## src/rtl/prog_loader.sv

```systemverilog
// prog_loader: holds a program image and shifts it serially into a target over
// 1/2/4/8 MOSI lanes, then runs the target and measures run length in sclk periods.
`default_nettype none

module prog_loader #(
  parameter int DATA_W   = 8,
  parameter int DEPTH    = 16,
  parameter int LANES    = 1,
  parameter int CLK_DIV  = 4,
  parameter int RST_SCLK = 4,
  parameter int TIMEOUT  = 1024,
  parameter int ADDR_W   = $clog2(DEPTH)
) (
  input  logic              clk,
  input  logic              rst_n,
  input  logic              img_we,
  input  logic [ADDR_W-1:0] img_waddr,
  input  logic [DATA_W-1:0] img_wdata,
  input  logic              start,
  input  logic [ADDR_W:0]   len,
  output logic              busy,
  output logic              done,
  output logic              timeout,
  output logic [31:0]       run_cycles,
  output logic              sclk_out,
  output logic              rst_n_out,
  output logic [LANES-1:0]  mosi_out,
  output logic [1:0]        mode_out,
  input  logic              done_in
);

  localparam int BEATS  = DATA_W / LANES;
  localparam int BEAT_W = (BEATS > 1) ? $clog2(BEATS) : 1;
  localparam int DIV_W  = (CLK_DIV > 1) ? $clog2(CLK_DIV) : 1;
  localparam int RCNT_W = (RST_SCLK > 1) ? $clog2(RST_SCLK) : 1;
  localparam logic [ADDR_W:0] DEPTH_L = (ADDR_W+1)'(DEPTH);

  typedef enum logic [2:0] {
    S_IDLE = 3'd0,
    S_TRST = 3'd1,
    S_LOAD = 3'd2,
    S_RUN  = 3'd3,
    S_FIN  = 3'd4
  } state_t;

  state_t state, next_state;

  logic [DATA_W-1:0] mem [DEPTH];
  logic [DIV_W-1:0]  div_cnt;
  logic [RCNT_W-1:0] rst_cnt;
  logic [BEAT_W-1:0] beat;
  logic [ADDR_W:0]   word_idx;
  logic [ADDR_W:0]   len_q;
  logic [DATA_W-1:0] shreg;
  logic              done_meta, done_sync;

  logic              active, next_active, tick, sclk_rise, sclk_fall;
  logic              last_beat, words_done, hit_timeout, wr_in_range;
  logic [ADDR_W:0]   next_idx, len_clamped;
  logic [DATA_W-1:0] first_word, next_word;

  assign active      = (state == S_TRST) || (state == S_LOAD) || (state == S_RUN);
  assign next_active = (next_state == S_TRST) || (next_state == S_LOAD) || (next_state == S_RUN);
  assign tick        = active && (div_cnt == DIV_W'(CLK_DIV - 1));
  assign sclk_rise   = tick && !sclk_out;
  assign sclk_fall   = tick && sclk_out;
  assign last_beat   = (beat == BEAT_W'(BEATS - 1));
  assign next_idx    = word_idx + 1'b1;
  assign words_done  = (next_idx == len_q);
  assign first_word  = mem[0];
  assign next_word   = mem[next_idx[ADDR_W-1:0]];
  assign hit_timeout = (run_cycles >= 32'(TIMEOUT));
  assign len_clamped = (len > DEPTH_L) ? DEPTH_L : len;

  // A power-of-two depth makes every address legal, so no compare is needed.
  generate
    if (DEPTH == (1 << ADDR_W)) begin : g_full_depth
      assign wr_in_range = 1'b1;
    end else begin : g_partial_depth
      assign wr_in_range = ({1'b0, img_waddr} < DEPTH_L);
    end
  endgenerate

  always_ff @(posedge clk) begin
    if (img_we && !busy && wr_in_range) mem[img_waddr] <= img_wdata;
  end

  always_ff @(posedge clk) begin
    if (!rst_n) state <= S_IDLE;
    else        state <= next_state;
  end

  always_comb begin
    next_state = state;
    busy       = (state != S_IDLE);
    done       = (state == S_FIN);
    mode_out   = 2'b00;
    case (state)
      S_IDLE: if (start) next_state = S_TRST;
      S_TRST: if (sclk_fall && rst_cnt == RCNT_W'(RST_SCLK - 1))
                next_state = (len_q != '0) ? S_LOAD : S_RUN;
      S_LOAD: begin
        mode_out = 2'b01;
        if (sclk_fall && last_beat && words_done) next_state = S_RUN;
      end
      S_RUN: begin
        mode_out = 2'b10;
        // done_in has priority over an expiring timeout
        if (done_sync)        next_state = S_FIN;
        else if (hit_timeout) next_state = S_FIN;
      end
      S_FIN:   next_state = S_IDLE;
      default: next_state = S_IDLE;
    endcase
  end

  always_ff @(posedge clk) begin
    if (!rst_n) begin
      div_cnt    <= '0;
      sclk_out   <= 1'b0;
      rst_n_out  <= 1'b0;
      mosi_out   <= '0;
      timeout    <= 1'b0;
      run_cycles <= '0;
      rst_cnt    <= '0;
      beat       <= '0;
      word_idx   <= '0;
      len_q      <= '0;
      shreg      <= '0;
      done_meta  <= 1'b0;
      done_sync  <= 1'b0;
    end else begin
      done_meta <= done_in;
      done_sync <= done_meta;

      // Divider restarts from zero on every entry into the clocked states.
      if (!active || !next_active) begin
        div_cnt  <= '0;
        sclk_out <= 1'b0;
      end else if (tick) begin
        div_cnt  <= '0;
        sclk_out <= ~sclk_out;
      end else begin
        div_cnt  <= div_cnt + 1'b1;
      end

      case (state)
        S_IDLE: if (start) begin
          timeout    <= 1'b0;
          run_cycles <= '0;
          len_q      <= len_clamped;
          rst_n_out  <= 1'b0;
          rst_cnt    <= '0;
        end
        S_TRST: if (sclk_fall) begin
          rst_cnt <= rst_cnt + 1'b1;
          if (next_state != S_TRST) begin
            rst_n_out <= 1'b1;
            word_idx  <= '0;
            beat      <= '0;
            if (next_state == S_LOAD) begin
              mosi_out <= first_word[DATA_W-1 -: LANES];
              shreg    <= first_word << LANES;
            end
          end
        end
        S_LOAD: if (sclk_fall) begin
          if (!last_beat) begin
            mosi_out <= shreg[DATA_W-1 -: LANES];
            shreg    <= shreg << LANES;
            beat     <= beat + 1'b1;
          end else if (!words_done) begin
            word_idx <= next_idx;
            beat     <= '0;
            mosi_out <= next_word[DATA_W-1 -: LANES];
            shreg    <= next_word << LANES;
          end else begin
            mosi_out <= '0;
          end
        end
        S_RUN: begin
          if (sclk_rise && next_state == S_RUN && run_cycles != 32'hFFFF_FFFF)
            run_cycles <= run_cycles + 1'b1;
          if (next_state == S_FIN && !done_sync) timeout <= 1'b1;
        end
        default: ;
      endcase
    end
  end

endmodule

`default_nettype wire

```

## config.mk

```make
export PLATFORM = sky130hd
export DESIGN_NAME = prog_loader
export DESIGN_NICKNAME = d
export VERILOG_FILES = /design/src/rtl/prog_loader.sv
export SDC_FILE = /design/constraint.sdc
export NUM_CORES = 1
export LEC_CHECK = 0
export CAP_MARGIN = 20
export CORE_MARGIN = 2
export CORE_UTILIZATION = 30
export DETAILED_ROUTE_END_ITERATION = 8
export DONT_BUFFER_PORTS = 1
export PLACE_DENSITY = 0.55
export SLEW_MARGIN = 10
export SYNTH_ARGS = -nofsm -noshare
export SYNTH_HDL_FRONTEND = slang
export SYNTH_SLANG_ARGS = --single-unit
```

## constraint.sdc

```tcl
create_clock -name clk -period 4 [get_ports clk]
set_input_delay 0.8 -clock clk [delete_from_list [all_inputs] [get_ports clk]]
set_output_delay 0.8 -clock clk [all_outputs]
set_load 0.005 [all_outputs]
```

-- After elaboration in Yosys (flattened, before gate mapping)
Memory sizes are Yosys's and may differ from the RTL's.
Index checks and enable logic that the tools add are counted.
- memories kept: 1
- bits of input ports: 22
- logic and storage cells: 134
- output and inout port bits: 40
- RAM bits: 128
- register bits: 66
- eq/ne operators: 24
- add/sub/neg operators: 5
- bitwise gates (word level): 2
- reductions and logical operators: 37
- $lt $le $gt $ge: 2
- mux-type cells: 49
- memories (memory ; words ; bits a word ; read ports ; clocked after Yosys merged registers in ; wr ports ; RTL line ; RTL):
    mem ; 16 ; 8 ; 2 ; 0 ; 1 ; 48 ; logic [DATA_W-1:0] mem [DEPTH];
- operators with widths (cell ; number):
    $mux W32 ; 2
    $pmux W32 S2 ; 1
    $mux W8 ; 6
    $add A32 B1 Y32 const B ; 1
    $ge A32 B11 Y1 const B ; 1
    $ne A32 B32 Y1 const B ; 1
    $mux W3 ; 10
    $mux W5 ; 6
    $pmux W8 S2 ; 1
    $mux W1 ; 13
    $eq A3 B2 Y1 const B ; 4
    $pmux W3 S4 ; 1
    $reduce_and A6 Y1 ; 2
    $logic_and A1 B1 Y1 ; 10
    $ne A2 B2 Y1 const B ; 5
    $pmux W5 S2 ; 1
    $reduce_and A5 Y1 ; 2
    $eq A3 B3 Y1 const B ; 3
    $reduce_and A3 Y1 ; 3
    $ne A2 B1 Y1 const B ; 4
    $pmux W2 S2 ; 2
    $eq A3 B1 Y1 const B ; 2
    $pmux W1 S2 ; 3
    $pmux W3 S2 ; 1
    20 further kinds ; 34

-- Depth between registers and ports, before layout
- word-level depth: 15
- mapped depth: 9
- mapped depth without buffers: 7

-- Least setup slack after synthesis
Ideal clock, no wire load.
- kind: reg2reg
- from: reg state[1]
- to: mem mem[0][0] (enable)
- data arrival time: 1912 ps
- cell stages (with the launch flop): 6
- path buffers: 1
- library setup time: 383 ps
- slack: 1704 ps
- required time: 3617 ps
- clock period less this slack: 2296 ps
- cells stage by stage: dfxtp_1 buf_4 nor3_1 nand2_1 or3_1 nor3_1
- longest elaborated chain between the ends: 5
- RTL lines (element ; RTL line ; RTL):
    from (decl) ; 46 ; state_t state, next_state;
    from (signal assigned) ; 90 ; else state <= next_state;
    $reduce_bool A3 Y1 ; 95 ; busy = (state != S_IDLE);
    $logic_not A1 Y1 ; 85 ; if (img_we && !busy && wr_in_range) mem[img_waddr] <= img_wdata;
    $logic_and A1 B1 Y1 ; 85 ;
    $mux W1 ; 85 ;
    $mux W1 (implied by the code) ; 85 ;
    to (decl) ; 48 ;
No other way between the ends.

-- Final worst setup path
- from: reg state[1]
- to: out mode_out[0]
- longest elaborated chain between the ends: 2
- elaborated cells between the ends (all ways): 3
- classes of those cells: eq/ne (2); mux (1)
- RTL lines (element ; RTL line ; RTL):
    $eq A3 B2 Y1 ; 98 ; case (state)
    $pmux W2 S2 * ; 98 ;
    to (decl) ; 28 ; output logic [1:0] mode_out,
Every way passes the cells marked *; elsewhere a longest branch is shown, timed or not.

==> key figures <==
Status
  • Status: complete, no violations

Pwr
  • Sw Share: 22.8%
  • Comb power frac: 1.8%
  • VDD IR-drop max: 0.245 mV
  • Power Dens Cells: 432 mW/mm^2
  • Sequential power share: 55.2%
  • Leak Pwr: 0.00288 uW
  • Total internal power: 3000 uW
  • Design Power: 3890 uW
  • Net Switching: 888 uW
  • Portion of total power attributed to the clock network: 42.9%

Cells and area
  • Layout cells sized above 1: 14.7%
  • Commonest cells after routing, fill and taps aside: edfxtp_1, dfxtp_1, nor2_1, a21oi_1, mux4_2
  • Commonest non-fill, non-tap cell in the layout: edfxtp_1
  • Layout net count: 608
  • Area occupied by multi-input gates: 0.00272 mm^2
  • P&R area growth vs syn: 11.8%
  • Reg area: 0.00515 mm^2
  • Filler cells: 2560
  • Diodes inserted: 0

Clock tree
  • CTS tree: built
  • Post-CTS setup buffers: 0
  • Reg clk slew, reported paths: 80 ps
  • Cts hold-fix bufs: 0
  • Post-cts resize count: 0
  • Clock root buffer master: clkbuf_16
  • Longest Clk Path Bufs: 2
  • CTS H-Tree Depth: 4
  • CTS buffer count: 17
  • # clock sinks: 193
  • Clk_lat worst skew: 430 ps

Detailed routing
  • DR pass1 iterations: 5
  • Initial DRC count: 510
  • Vias post-DR: 4899
  • Drt drc: 0
  • Routed wire length: 17800 um
  • Wire per inst: 19.1 um
  • Antenna-violating nets left: 0
  • Via/cell ratio: 5.25

Timing
  • Slew margin rel.: 39.7%
  • Fin. Hold Viols: 0
  • Pin slew with the least headroom to its limit: 900 ps
  • Final worst hold slack: 433 ps
  • Final setup viols: 0
  • RSZ-0062 raised after global routing: no
  • Final Skew: 13.4 ps
  • Fmax: 0.354 GHz
  • Setup_tns: 0 ps
  • Fin. max-slew vios: 0
  • Fin crit share: 70.7%
  • Fin crit period: 2830 ps

GRT
  • Largest net degree at the start of global routing: 37
  • GRT Overall Usage: 12.8%
  • Number of global-route vias before repair: 4795
  • First-pass GRT wire length: 27700 um
  • GRT Residual Overflow: 0
  • Initial antenna violation count: 0

Floorplan
  • Core Region: 0.0267 mm^2
  • Die area: 0.0282 mm^2
  • Num ports: 62
  • Initial Util: 30.3%
  • Num rows: 60
  • Die Y: 168 um
  • Die Wd: 168 um

Worst setup path
  • Crit-path leading delay family: simple AND/OR/NAND/NOR gates
  • Instance count on the critical path: 3
  • Register-to-Register Path Depth: 6
  • Worst setup startpoint: state[1]
  • Reg2Reg Setup Slack: 1200 ps
  • CP cell instances: nand2b_1 -> or2_2 -> inv_1
  • Kind of critical path: flip-flop to output pin
  • CP Data Required Time: 3200 ps
  • Crit. End Element: output pin
  • FF-to-FF Start: word_idx[0]
  • Critical Path AT: 2030 ps
  • Max incr delay on CP: 520 ps
  • Critical path fanouts, max: 20
  • Slowest-stage cell, CP: dfxtp_1
  • Worst path buffer plus inverter count: 1
  • CP Launch Type: flip-flop

Placement
  • Routability Congestion: 0.832
  • Port Buf Inserts: 0
  • DP HPWL: 11600 um

Min path
  • Min-Delay Path Class: flip-flop to flip-flop
  • WHS Path Cells: 1
  • Hold wc startpoint: div_cnt[0]

Yosys
  • Synth Flop Type: edfxtp_1
  • Sequential fraction of the synthesis area: 63.8%
  • Post-Syn Nets: 609
  • Number of enable flip-flop cells after synthesis: 128
  • Syn Inst Count: 580
  • Mapped Area: 0.00806 mm^2
  • Mean Syn Cell Area: 13.9 um^2
  • Share of synthesized registers carrying an async set or reset: 0%
  • Syn. warnings: 0
  • Yosys reg bits: 193
  • Synth cell types: 57

Flow run
  • Max Cap Violations: 0
[metal layers]
metal / GRT usage, % / wire length, um
met5: 0 / 0
met4: 3.18 / 202
met3: 4.07 / 1280
met2: 20.0 / 8250
met1: 17.3 / 8060
[Yosys cell counts (all sizes together) (2+ instances only)]
cell,number,share of area (%)
xor2,3,0.51
nand2b,6,0.47
dfxtp,65,16
or2,2,0.16
clkbuf,16,0.74
ha,7,1.1
nand2,26,1.2
or4,3,0.28
nor2,37,1.7
and4,2,0.22
a41oi,6,0.65
nor3b,7,0.65
and3,9,0.70
o31ai,7,0.65
edfxtp,128,48
xnor2,4,0.43
nand4b,3,0.33
inv,15,0.70
o211ai,10,0.93
mux2i,24,3.0
and3b,2,0.22
a21oi,35,2.2
nand3,16,0.99
nor4,6,0.88
o211a,2,0.25
and2,16,1.2
a311oi,2,0.22
o21ai,24,1.5
nor3,17,1.1
nand3b,3,0.28
mux4,32,8.9
a21o,6,0.56
buf,14,0.98
nor2b,2,0.16
nand4,6,0.54
a31oi,5,0.39
[flip-flops by register name, summed over array words and instances, names as in the netlist, 2 cells and up]
signal and cells:
mem 128, run_cycles 32, shreg 7, len_q 5, word_idx 5, beat 3, state 3, div_cnt 2
rst_cnt 2
[worst paths after layout]
| path | to |
|---|---|
| setup / recovery | mode_out[0] |
| hold / removal | div_cnt[0] |
| setup reg to reg | shreg[1] |
| hold reg to reg | div_cnt[0] |
[through the flow]
stage / instance area, um^2 / std cells / setup WS, ps / utilization [%]
after floorplan: 8060 / 580 / 1700 / -
after global placement: 8420 / 900 / 1310 / 31.6
after detailed placement: 8420 / 900 / 1200 / 31.6
after CTS: 9010 / 932 / 1160 / 33.8
after global routing: 9010 / 933 / 914 / 33.8
final: 9010 / 933 / 1170 / 33.8
[cells by family after synthesis]
family / synth area share [%]
compound gates: 8.24
xor+xnor: 0.947
fa+ha+maj: 1.09
buf+inv: 2.42
flops: 63.8
mux: 12.1
simple gates: 11.4
[cell type report]
class	instances	share of cell area, %
flip-flops and latches	193	57.1
multi-input cells	342	30.2
clock buffers	18	4.76
well taps	341	4.73
clock inverters	14	1.76
repair buffers	10	0.805
inverters	15	0.625
[power groups by stage]
stage / Sequential [uW] / Clock [uW] / Combinational [uW]
finish: 2150 / 1670 / 71.6
global placement: 2190 / 0 / 69.9
floorplan: 2190 / 0 / 52.9
detailed placement: 2190 / 0 / 71.5
global route: 2150 / 1800 / 80.2
CTS: 2150 / 1710 / 71.9
Power figures use the tool's default switching activity.
